--- src/rtl/core_pkg.sv ---
// Shared types and constants for the 16-bit core pipeline.
package core_pkg;

  localparam int DW   = 16;
  localparam int NREG = 8;
  localparam int AW   = 3;

  typedef logic [AW-1:0] regadr_t;
  typedef logic [DW-1:0] word_t;

  // Bit order S,C,Z,V from MSB to LSB.
  typedef struct packed {
    logic s;
    logic c;
    logic z;
    logic v;
  } flags_t;

endpackage

--- src/rtl/wb_regfile.sv ---
// General register file: 2 combinational read ports, 1 write port,
// with write-through bypass of the value currently in WB.
module wb_regfile
  import core_pkg::*;
#(
  parameter int DW   = core_pkg::DW,
  parameter int NREG = core_pkg::NREG,
  parameter int AW   = core_pkg::AW
) (
  input  logic          clk,
  input  logic          reset,
  input  logic          we,
  input  logic          byp_en,
  input  logic [AW-1:0] wadr,
  input  logic [DW-1:0] wdat,
  input  logic [AW-1:0] ra1,
  input  logic [AW-1:0] ra2,
  output logic [DW-1:0] rd1,
  output logic [DW-1:0] rd2
);

  logic [NREG-1:0][DW-1:0] rf_q;

  for (genvar gi = 0; gi < NREG; gi++) begin : g_reg
    logic [DW-1:0] q;

    always_ff @(posedge clk or negedge reset) begin
      if (!reset) begin
        q <= '0;
      end else if (we && (wadr == AW'(gi))) begin
        q <= wdat;
      end
    end

    assign rf_q[gi] = q;
  end

  // Bypass follows regwrite alone so a stalled instruction is still visible.
  assign rd1 = (byp_en && (ra1 == wadr)) ? wdat : rf_q[ra1];
  assign rd2 = (byp_en && (ra2 == wadr)) ? wdat : rf_q[ra2];

endmodule

--- src/rtl/wb_stage.sv ---
// Writeback stage: result select, register/flag commit, bypassed read
// ports for ID, and a retired-writeback counter.
module wb_stage
  import core_pkg::*;
#(
  parameter int DW   = core_pkg::DW,
  parameter int NREG = core_pkg::NREG,
  parameter int AW   = core_pkg::AW,
  parameter int CW   = 16
) (
  input  logic          clk,
  input  logic          reset,
  input  logic          en_wb,
  input  logic          regwrite,
  input  logic [AW-1:0] regwrite_adr,
  input  logic [DW-1:0] regwrite_dat_wb,
  input  logic [DW-1:0] main_mem_dat_wb,
  input  logic          from_main_mem,
  input  logic          flag_we,
  input  logic          S_wb,
  input  logic          C_wb,
  input  logic          Z_wb,
  input  logic          V_wb,
  input  logic [AW-1:0] ra1,
  input  logic [AW-1:0] ra2,
  output logic [DW-1:0] rd1,
  output logic [DW-1:0] rd2,
  output logic [DW-1:0] wb_dat,
  output logic          S,
  output logic          C,
  output logic          Z,
  output logic          V,
  output logic          S_fwd,
  output logic          C_fwd,
  output logic          Z_fwd,
  output logic          V_fwd,
  output logic [CW-1:0] retire_cnt
);

  flags_t        flags_q, flags_d, flags_in, flags_fwd;
  logic [CW-1:0] cnt_q, cnt_d;
  logic          commit_reg;

  assign wb_dat     = from_main_mem ? main_mem_dat_wb : regwrite_dat_wb;
  assign commit_reg = en_wb & regwrite;

  wb_regfile #(
    .DW   (DW),
    .NREG (NREG),
    .AW   (AW)
  ) u_regfile (
    .clk    (clk),
    .reset  (reset),
    .we     (commit_reg),
    .byp_en (regwrite),
    .wadr   (regwrite_adr),
    .wdat   (wb_dat),
    .ra1    (ra1),
    .ra2    (ra2),
    .rd1    (rd1),
    .rd2    (rd2)
  );

  assign flags_in = '{s: S_wb, c: C_wb, z: Z_wb, v: V_wb};

  always_comb begin
    flags_d = flags_q;
    cnt_d   = cnt_q;
    if (en_wb && flag_we) begin
      flags_d = flags_in;
    end
    if (commit_reg) begin
      cnt_d = cnt_q + CW'(1);
    end
  end

  always_ff @(posedge clk or negedge reset) begin
    if (!reset) begin
      flags_q <= '0;
      cnt_q   <= '0;
    end else begin
      flags_q <= flags_d;
      cnt_q   <= cnt_d;
    end
  end

  assign flags_fwd = flag_we ? flags_in : flags_q;

  assign S          = flags_q.s;
  assign C          = flags_q.c;
  assign Z          = flags_q.z;
  assign V          = flags_q.v;
  assign S_fwd      = flags_fwd.s;
  assign C_fwd      = flags_fwd.c;
  assign Z_fwd      = flags_fwd.z;
  assign V_fwd      = flags_fwd.v;
  assign retire_cnt = cnt_q;

endmodule

--- config.mk ---
export PLATFORM = sky130hd
export DESIGN_NAME = wb_stage
export DESIGN_NICKNAME = d
export VERILOG_FILES = /design/src/rtl/core_pkg.sv /design/src/rtl/wb_regfile.sv /design/src/rtl/wb_stage.sv
export SDC_FILE = /design/constraint.sdc
export NUM_CORES = 1
export LEC_CHECK = 0
export BUFFER_PORTS_ARGS = -buffer_cell sky130_fd_sc_hd__buf_2
export CORE_MARGIN = 4
export CORE_UTILIZATION = 62
export DETAILED_ROUTE_END_ITERATION = 10
export HOLD_SLACK_MARGIN = 0.06
export PLACE_DENSITY = 0.83
export SLEW_MARGIN = 20
export SYNTH_ARGS = -nofsm -noshare
export SYNTH_HDL_FRONTEND = slang
export SYNTH_SLANG_ARGS = --single-unit
--- constraint.sdc ---
create_clock -name clk -period 2.45 [get_ports clk]
set_input_delay 0.245 -clock clk [delete_from_list [all_inputs] [get_ports clk]]
set_output_delay 0.245 -clock clk [all_outputs]
set_load 0.01 [all_outputs]
### Yosys cells after proc, flatten, opt, wreduce, memory -nomap -nowiden

Index checks and enable logic that the tools add are counted.

| word-level totals | value |
|---|---|
| input bits | 51 |
| flip-flop bits (word level) | 148 |
| logic and storage cells | 46 |

| cells by class | value |
|---|---|
| bitwise logic cells | 1 |
| reduce and logical (&&, ||, !) cells | 12 |
| $add $sub $neg | 1 |
| equality and inequality tests | 9 |
| muxes and demuxes | 8 |
| order comparisons | 2 |

Operator list:

| cell | number |
|---|---|
| $bmux 16 s3 | 2 |
| $mux 16 | 5 |
| $add 16x1->16 const B | 1 |
| $eq 3x3->1 const B | 4 |
| $logic_and 1x1->1 | 11 |
| $lt 3x4->1 const B | 2 |
| $eq 3x2->1 const B | 2 |
| $eq 3x3->1 | 2 |
| $mux 4 | 1 |
| $eq 3x1->1 const B | 1 |
| $logic_not 3->1 | 1 |
| $and 1x1->1 | 1 |

### Depth between registers and ports, before layout

Gate-level depths: netlist (run 1).

| depth | value |
|---|---|
| word-level depth | 3 |
| mapped depth | 7 |
| depth with buffers taken out | 5 |

### By module

From an unflattened synthesis (run 1), not the netlist that was laid out.

| unflattened totals | value |
|---|---|
| cells, all modules | 542 |
| area, all modules | 8608.3 um^2 |

By module, submodules not included:

| module | area each (um^2) | instances | cells an instance |
|---|---|---|---|
| wb_regfile | 7507.2 | 1 | 452 |
| wb_stage | 1101.1 | 1 | 90 |

### Least setup slack after synthesis (run 1)

No wires, ideal clock.

| timing path | value |
|---|---|
| path kind | input -> output |
| from | input from_main_mem |
| to | output rd1[10] |
| arrival | 1.449 ns |
| slack | 0.756 ns |
| path buffers | 2 |
| cell stages on the path | 6 |
| path through | buf_2 -> buf_6 -> mux2i_1 -> inv_1 -> nor2_1 -> a21oi_1 |

| between the ends | value |
|---|---|
| longest elaborated chain between the ends | 2 |

RTL lines:

| item | RTL line | RTL |
|---|---|---|
| start, declared | wb_stage.sv:18 | `input logic from_main_mem,` |
| $mux 16 | wb_stage.sv:44 | `assign wb_dat = from_main_mem ? main_mem_dat_wb : regwrite_dat_wb;` |
| net wb_dat[10] | wb_stage.sv:28 | `output logic [DW-1:0] wb_dat,` |
| $mux 16 | wb_regfile.sv:39 | `assign rd1 = (byp_en && (ra1 == wadr)) ? wdat : rf_q[ra1];` |
| end, declared | wb_stage.sv:26 | `output logic [DW-1:0] rd1,` |

The timed path passes the listed nets, and every way through them passes these cells.

### Worst setup path after layout (run 1)

| timing path | value |
|---|---|
| from | register u_regfile.g_reg[4].q[1] |
| to | output rd1[1] |

| between the ends | value |
|---|---|
| longest elaborated chain between the ends | 3 |

RTL lines:

| item | RTL line | RTL |
|---|---|---|
| start, declared | wb_regfile.sv:25 | `logic [DW-1:0] q;` |
| start signal, assigned | wb_regfile.sv:31 | `q <= wdat;` |
| $bmux 16 s3 | wb_regfile.sv:39 |  |
| $mux 16 (not written as such) | wb_regfile.sv:39 |  |
| $mux 16 | wb_regfile.sv:39 |  |

No other way between the ends. The select of a mux whose other input is x is not followed.

==> results of run 1 <==
## where the power goes
| part | switching [mW] | internal, mW |
|---|---|---|
| sequential | 0.538 | 3.01 |
| combinational | 1.12 | 1.14 |
| clock | 1.01 | 1.73 |
| total | 2.67 | 5.89 |
## final cells by class
class,count,area [um^2],area share
flip-flops and latches,148,3700,0.391
multi-input cells,505,3910,0.413
inverters,16,60.1,0.00634
well taps,172,215,0.0227
clock buffers,24,502,0.0529
clock inverters,8,121,0.0128
repair buffers,159,962,0.102
## placed cells by master, fill, tap and decap left out, types with 3 or more instances in the layout
master / count
dfrtp_1: 148
nor2_1: 134
a21oi_1: 128
buf_2: 121
mux4_2: 64
mux2i_1: 45
nand2_1: 41
o21ai_0: 32
buf_4: 30
clkbuf_16: 17
inv_1: 16
xnor2_1: 15
mux2_2: 9
nand4_1: 6
xor2_1: 6
nand3_1: 5
clkbuf_8: 5
buf_12: 5
mux2i_2: 3
and3_1: 3
bufinv_16: 3
clkinv_2: 3
## what timing repair did
item / 4_1_cts / 5_1_grt
hold buffers: 2 / 0
setup buffers: 0 / 0
endpoints found under the hold margin: 58 / 0
## logic make-up (layout without fill, tap and decap cells)
kind of cell,Yosys count,after routing
AOI/OAI and AO/OA,160,160
xor gates and xnor gates,21,21
adders and majority gates,1,1
buffers and inverters,75,207
DFF,148,148
muxes,121,121
and+or+nand+nor,202,202
## sequential cells by signal, indices dropped and copies added, names as in the netlist
| name | count |
|---|---|
| Z | 1 |
| S | 1 |
| V | 1 |
| u_regfile.g.q | 128 |
| C | 1 |
| retire_cnt | 16 |
## per-layer routing
layer	wire [um]	up-vias	track usage
met2	11500	482	0.527
li1	-	2835	-
met3	1990	127	0.0667
met1	8170	3288	0.413
met4	1250	0	0.196
met5	0	-	0
## worst register-to-register path, delay by kind of cell (launching register included)
family	cells	cell delay, ps
AND/OR/NAND/NOR	3	880
flip-flops	1	450
XOR/XNOR	1	170
## metrics by stage
stage	setup slack (ps)	area, um^2	total power [mW]	instances
6_report	292	9480	8.56	1032
5_1_grt	258	9480	8.90	1032
4_1_cts	306	9480	8.52	1032
3_5_place_dp	413	8830	5.74	998
3_3_place_gp	456	8830	5.55	998
2_1_floorplan	756	7940	4.87	728
## worst min-delay path by stage
stage                      from                       end
final                      V_wb                         V
after global routing       C_wb                         C
after CTS                  C_wb                         C
after detailed placement  reset  u_regfile.g_reg[4].q[10]
after global placement    reset  u_regfile.g_reg[4].q[10]
after floorplan           reset                         C
==> summary.md, run 1 <==
| Metric | Value |
|---|---|
| Max Clock Freq | `463 MHz` |
| Flop2flop setup slack | `870 ps` |
| Seq/Total Area, Yosys | `0.466` |
| DR vias | `6,732` |
| Core area | `0.0126 mm^2` |
| Warnings, synthesis | `0` |
| Critical path's top delay family | `multiplexers` |
| Post-synthesis compound-gate area fraction | `0.101` |
| First-pass GRT wire length | `36.5 mm` |
| Post-CTS sizing | `0` |
| R2r startpoint | `retire_cnt[3]` |
| Worst Tran Pin Value | `581 ps` |
| Final GP Congestion | `0.866` |
| Power Density | `903 mW/mm^2` |
| Worst Setup SP | `u_regfile.g_reg[4].q[1]` |
| Die Height | `121 um` |
| Most used standard cell by instance count after synthesis | `dfrtp_1` |
| Clock transition at path regs | `60 ps` |
| Hold path depth | `2` |
| H-tree Lvls | `4` |
| Post-DP HPWL | `14.7 mm` |
| Crit start category | `flop` |
| Dominant cells by area after synthesis | `dfrtp_1 47%, mux4_2 18%, a21oi_1 8.1%, nor2_1 6.3%, mux2i_1 5.7%` |
| First DRT Iteration DRCs | `852` |
| Pre-antenna DRT Iters | `5` |
| Post-synth top area cell | `dfrtp_1` |
| Fin nets | `899` |
| GRT overflow | `0` |
| RSZ-0062 raised after global routing | `false` |
| XOR/XNOR Fraction of Synth Area | `0.0232` |
| Routed WL | `22.9 mm` |
| Slowest CP cell | `mux4_2` |
| Layout cells sized above 1 | `0.314` |
| Synth top cells by count | `148 x dfrtp_1, 134 x nor2_1, 128 x a21oi_1` |
| WP depth | `4` |
| Worst relative slew slack | `0.613` |
| I/O Buffers | `122` |
| Ports | `123` |
| Residual DRC | `0` |
| CTS Buf Count | `17` |
| Crit Reg-Reg Endpoint | `retire_cnt[15]` |
| Number of antenna-violating nets in the routed design | `0` |
| Post-Synthesis Cells | `728` |
| ANT cells | `0` |
| Total global-route track usage | `0.327` |
| Number of synthesized flops with an enable pin | `0` |
| Clock skew | `2.86 ps` |
| CTS Buffer Depth | `2` |
| Largest family of logic cells by synthesized area | `multiplexers` |
| Post-synth top flop | `dfrtp_1` |
| Buf/Inv on CP | `1` |
| Syn_nets | `780` |
| Crit path kind | `reg2out` |
| Synthesized flop and latch total | `148` |
| Proportion of synthesized area in mux cells | `0.256` |
| Simple-gate share of the synthesized area | `0.108` |
| Clock tree from TritonCTS | `done` |
| Min Hold Slack | `68.9 ps` |
| Vias in the first global route | `7,025` |
| Post-Route Setup TNS | `0 ps` |
| Status | `completed` |
| Clock Latency Late Sink | `430 ps` |
| Top-area cell type share of the netlist area | `0.466` |
| Die W | `121 um` |
| Mapped Area | `0.00794 mm^2` |
| Clock root buffer | `clkbuf_16` |
| Fin. Hold Viols | `0` |
| DIE AREA | `0.0147 mm^2` |
| Yosys cell types | `29` |
| Pleak | `4.30 nW` |
| Layout Utilization | `0.754` |
| Tcrit/Tclk final | `0.881` |
| Rows | `41` |
| Hold Crit Class | `in2reg` |
| Crit end category | `output pin` |
| Maxcap violations | `0` |
| CP Data Required Time | `2200 ps` |
| Synth Area in Adders | `0.00158` |
| CP max FO | `3` |
| Slew Limit Fails | `0` |
| Drt via density | `6.52` |
| Reg2reg path depth | `4` |
| Largest net degree at the start of global routing | `62` |
| Arrival time worst endpoint | `1910 ps` |
| Final setup fails | `0` |
| Initial antenna violation count | `0` |
| CTS sink cnt | `148` |
| Wire per inst | `22.2 um` |
| CP endpoint | `rd1[1]` |
| Fraction of registers with async set or reset after synthesis | `1.00` |
| Post-Syn Area per Cell | `10.9 um^2` |
| Starting density of the core | `0.632` |
| Post-layout min period | `2160 ps` |
| P&R area growth vs syn | `19.4%` |
| Fillers | `750` |
| Peak VDD IR | `525 uV` |
| CP peak stage delay | `470 ps` |
| Worst path cell trace | `mux4_2 > mux2i_1 > a21oi_1 > buf_2` |
Power figures use the tool's default switching activity.
==> run 2: changes to the inputs <==
BUFFER_PORTS_ARGS = not set   (was -buffer_cell sky130_fd_sc_hd__buf_2)
CORE_UTILIZATION = 69   (was 62)
DONT_BUFFER_PORTS = 1   (was not set)
HOLD_SLACK_MARGIN = 0.03   (was 0.06)
PLACE_DENSITY = 0.82   (was 0.83)
==> summary.md, run 2 (synthesized netlist as in run 1, its figures left out) <==
| Metric | Value |
|---|---|
| Final setup fails | `0` |
| Setup bufs post-CTS | `0` |
| Rows | `38` |
| Drt via density | `6.87` |
| DR vias | `6,183` |
| First DRT Iteration DRCs | `796` |
| Max Clock Freq | `473 MHz` |
| Post-Place Cell Area | `0.00826 mm^2` |
| First-pass GRT wire length | `32.9 mm` |
| Crit path kind | `reg2out` |
| DIE AREA | `0.0133 mm^2` |
| Reg2reg path depth | `5` |
| Largest net degree at the start of global routing | `149` |
| Most frequent cells in the layout | `148 x dfrtp_1, 134 x nor2_1, 128 x a21oi_1` |
| Clock tree from TritonCTS | `done` |
| Commonest non-fill, non-tap cell in the layout | `dfrtp_1` |
| Post-layout min period | `2110 ps` |
| Power Density | `916 mW/mm^2` |
| CTS Buf Count | `17` |
| Post-route cell area | `0.00890 mm^2` |
| ANT cells | `0` |
| Pleak | `3.85 nW` |
| Total global-route track usage | `0.330` |
| FF/Latch Area | `0.00370 mm^2` |
| Dpl cells | `864` |
| Fin. Hold Viols | `148` |
| Routed WL | `20.8 mm` |
| Fin nets | `799` |
| Slew Limit Fails | `0` |
| Total design power | `8.15 mW` |
| CTS Buffer Depth | `2` |
| Post-DP HPWL | `12.7 mm` |
| CP Data Required Time | `2200 ps` |
| Layout Utilization | `0.807` |
| Peak VDD IR | `809 uV` |
| Final GP Congestion | `0.817` |
| R2r startpoint | `retire_cnt[0]` |
| Vias in the first global route | `6,340` |
| Layout cells sized above 1 | `0.222` |
| Post-CTS sizing | `0` |
| Hold Crit Class | `in2async` |
| Number of antenna-violating nets in the routed design | `0` |
| Starting density of the core | `0.720` |
| Clock transition at path regs | `60 ps` |
| Residual DRC | `0` |
| I/O Buffers | `0` |
| Die W | `115 um` |
| Post-Route Setup TNS | `0 ps` |
| Arrival time worst endpoint | `1870 ps` |
| Most flops, register | `u_regfile.g.q` |
| Hold-fix buffers at CTS | `4` |
| Worst Tran Pin Value | `819 ps` |
| H-tree Lvls | `4` |
| Non-Filler Instances | `900` |
| CP max FO | `3` |
| Area occupied by multi-input gates | `0.00391 mm^2` |
| Clock skew | `2.66 ps` |
| Core area | `0.0110 mm^2` |
| Clock root buffer | `clkbuf_16` |
| Worst setup margin | `336 ps` |
| CTS sink cnt | `148` |
| Pre-CTS setup slack | `660 ps` |
| Die Height | `115 um` |
| Crit Reg-Reg Endpoint | `retire_cnt[14]` |
| Wire per inst | `23.1 um` |
| Status | `finished with violations` |
| Max reg flops | `128` |
| Initial antenna violation count | `0` |
| Maxcap violations | `0` |
| Tcrit/Tclk final | `0.863` |
| Ports | `123` |
| Fillers | `644` |
| Crit end category | `output pin` |
| GRT overflow | `0` |
| Violated checks | `hold timing` |
| Flop2flop setup slack | `800 ps` |
| Crit start category | `flop` |
| RSZ-0062 raised after global routing | `false` |
| Pre-antenna DRT Iters | `7` |
| Min Hold Slack | `-481 ps` |
| Clock Latency Late Sink | `420 ps` |
| Worst relative slew slack | `0.439` |
| P&R area growth vs syn | `12.1%` |
-- run 2: cell count changes in the layout (fill, tap and decap cells not counted), sizes merged --
cell,previous run,this run
dlygate4sd3,2,4
bufinv,3,2
buf,157,55
clkinvlp,1,4
clkbuf,24,19
inv,16,19
-- run 2: how the worst max path moves through the flow --
stage / startpoint / endpoint / slack (ps) / cells past startpoint
2_1_floorplan: from_main_mem / rd1[10] / 760 / 6
3_3_place_gp: from_main_mem / rd1[2] / 740 / 5
3_5_place_dp: from_main_mem / rd1[2] / 660 / 5
4_1_cts: u_regfile.g_reg[7].q[13] / rd2[13] / 350 / 4
5_1_grt: u_regfile.g_reg[7].q[13] / rd1[13] / 250 / 4
6_report: u_regfile.g_reg[7].q[13] / rd1[13] / 340 / 4
-- run 2: layout make-up --
| class | count | area share |
|---|---|---|
| Clock buffer | 19 | 0.0498 |
| Clock inverter | 13 | 0.0170 |
| Inverter | 16 | 0.00675 |
| Multi-Input combinational cell | 505 | 0.440 |
| Sequential cell | 148 | 0.416 |
| Tap cell | 140 | 0.0197 |
| Timing Repair Buffer | 59 | 0.0509 |
-- run 2: metal layers --
layer	share of wire	vias up	track usage
met5	0	-	0
met4	0.038	0	0.147
met3	0.092	80	0.0753
met2	0.51	399	0.558
met1	0.36	3076	0.411
li1	-	2628	-
-- run 2: critical path, cell delays in order (launching register included) --
cell and delay, ps:
dfrtp_1 420, mux4_2 490, mux2i_1 270, a21oi_1 120, buf_4 160
-- run 2: power breakdown --
group / internal [mW] / switching, mW / total, mW
Sequential: 3.01 / 0.529 / 3.54
Clock: 1.54 / 1.05 / 2.59
Combinational: 1.12 / 0.894 / 2.02
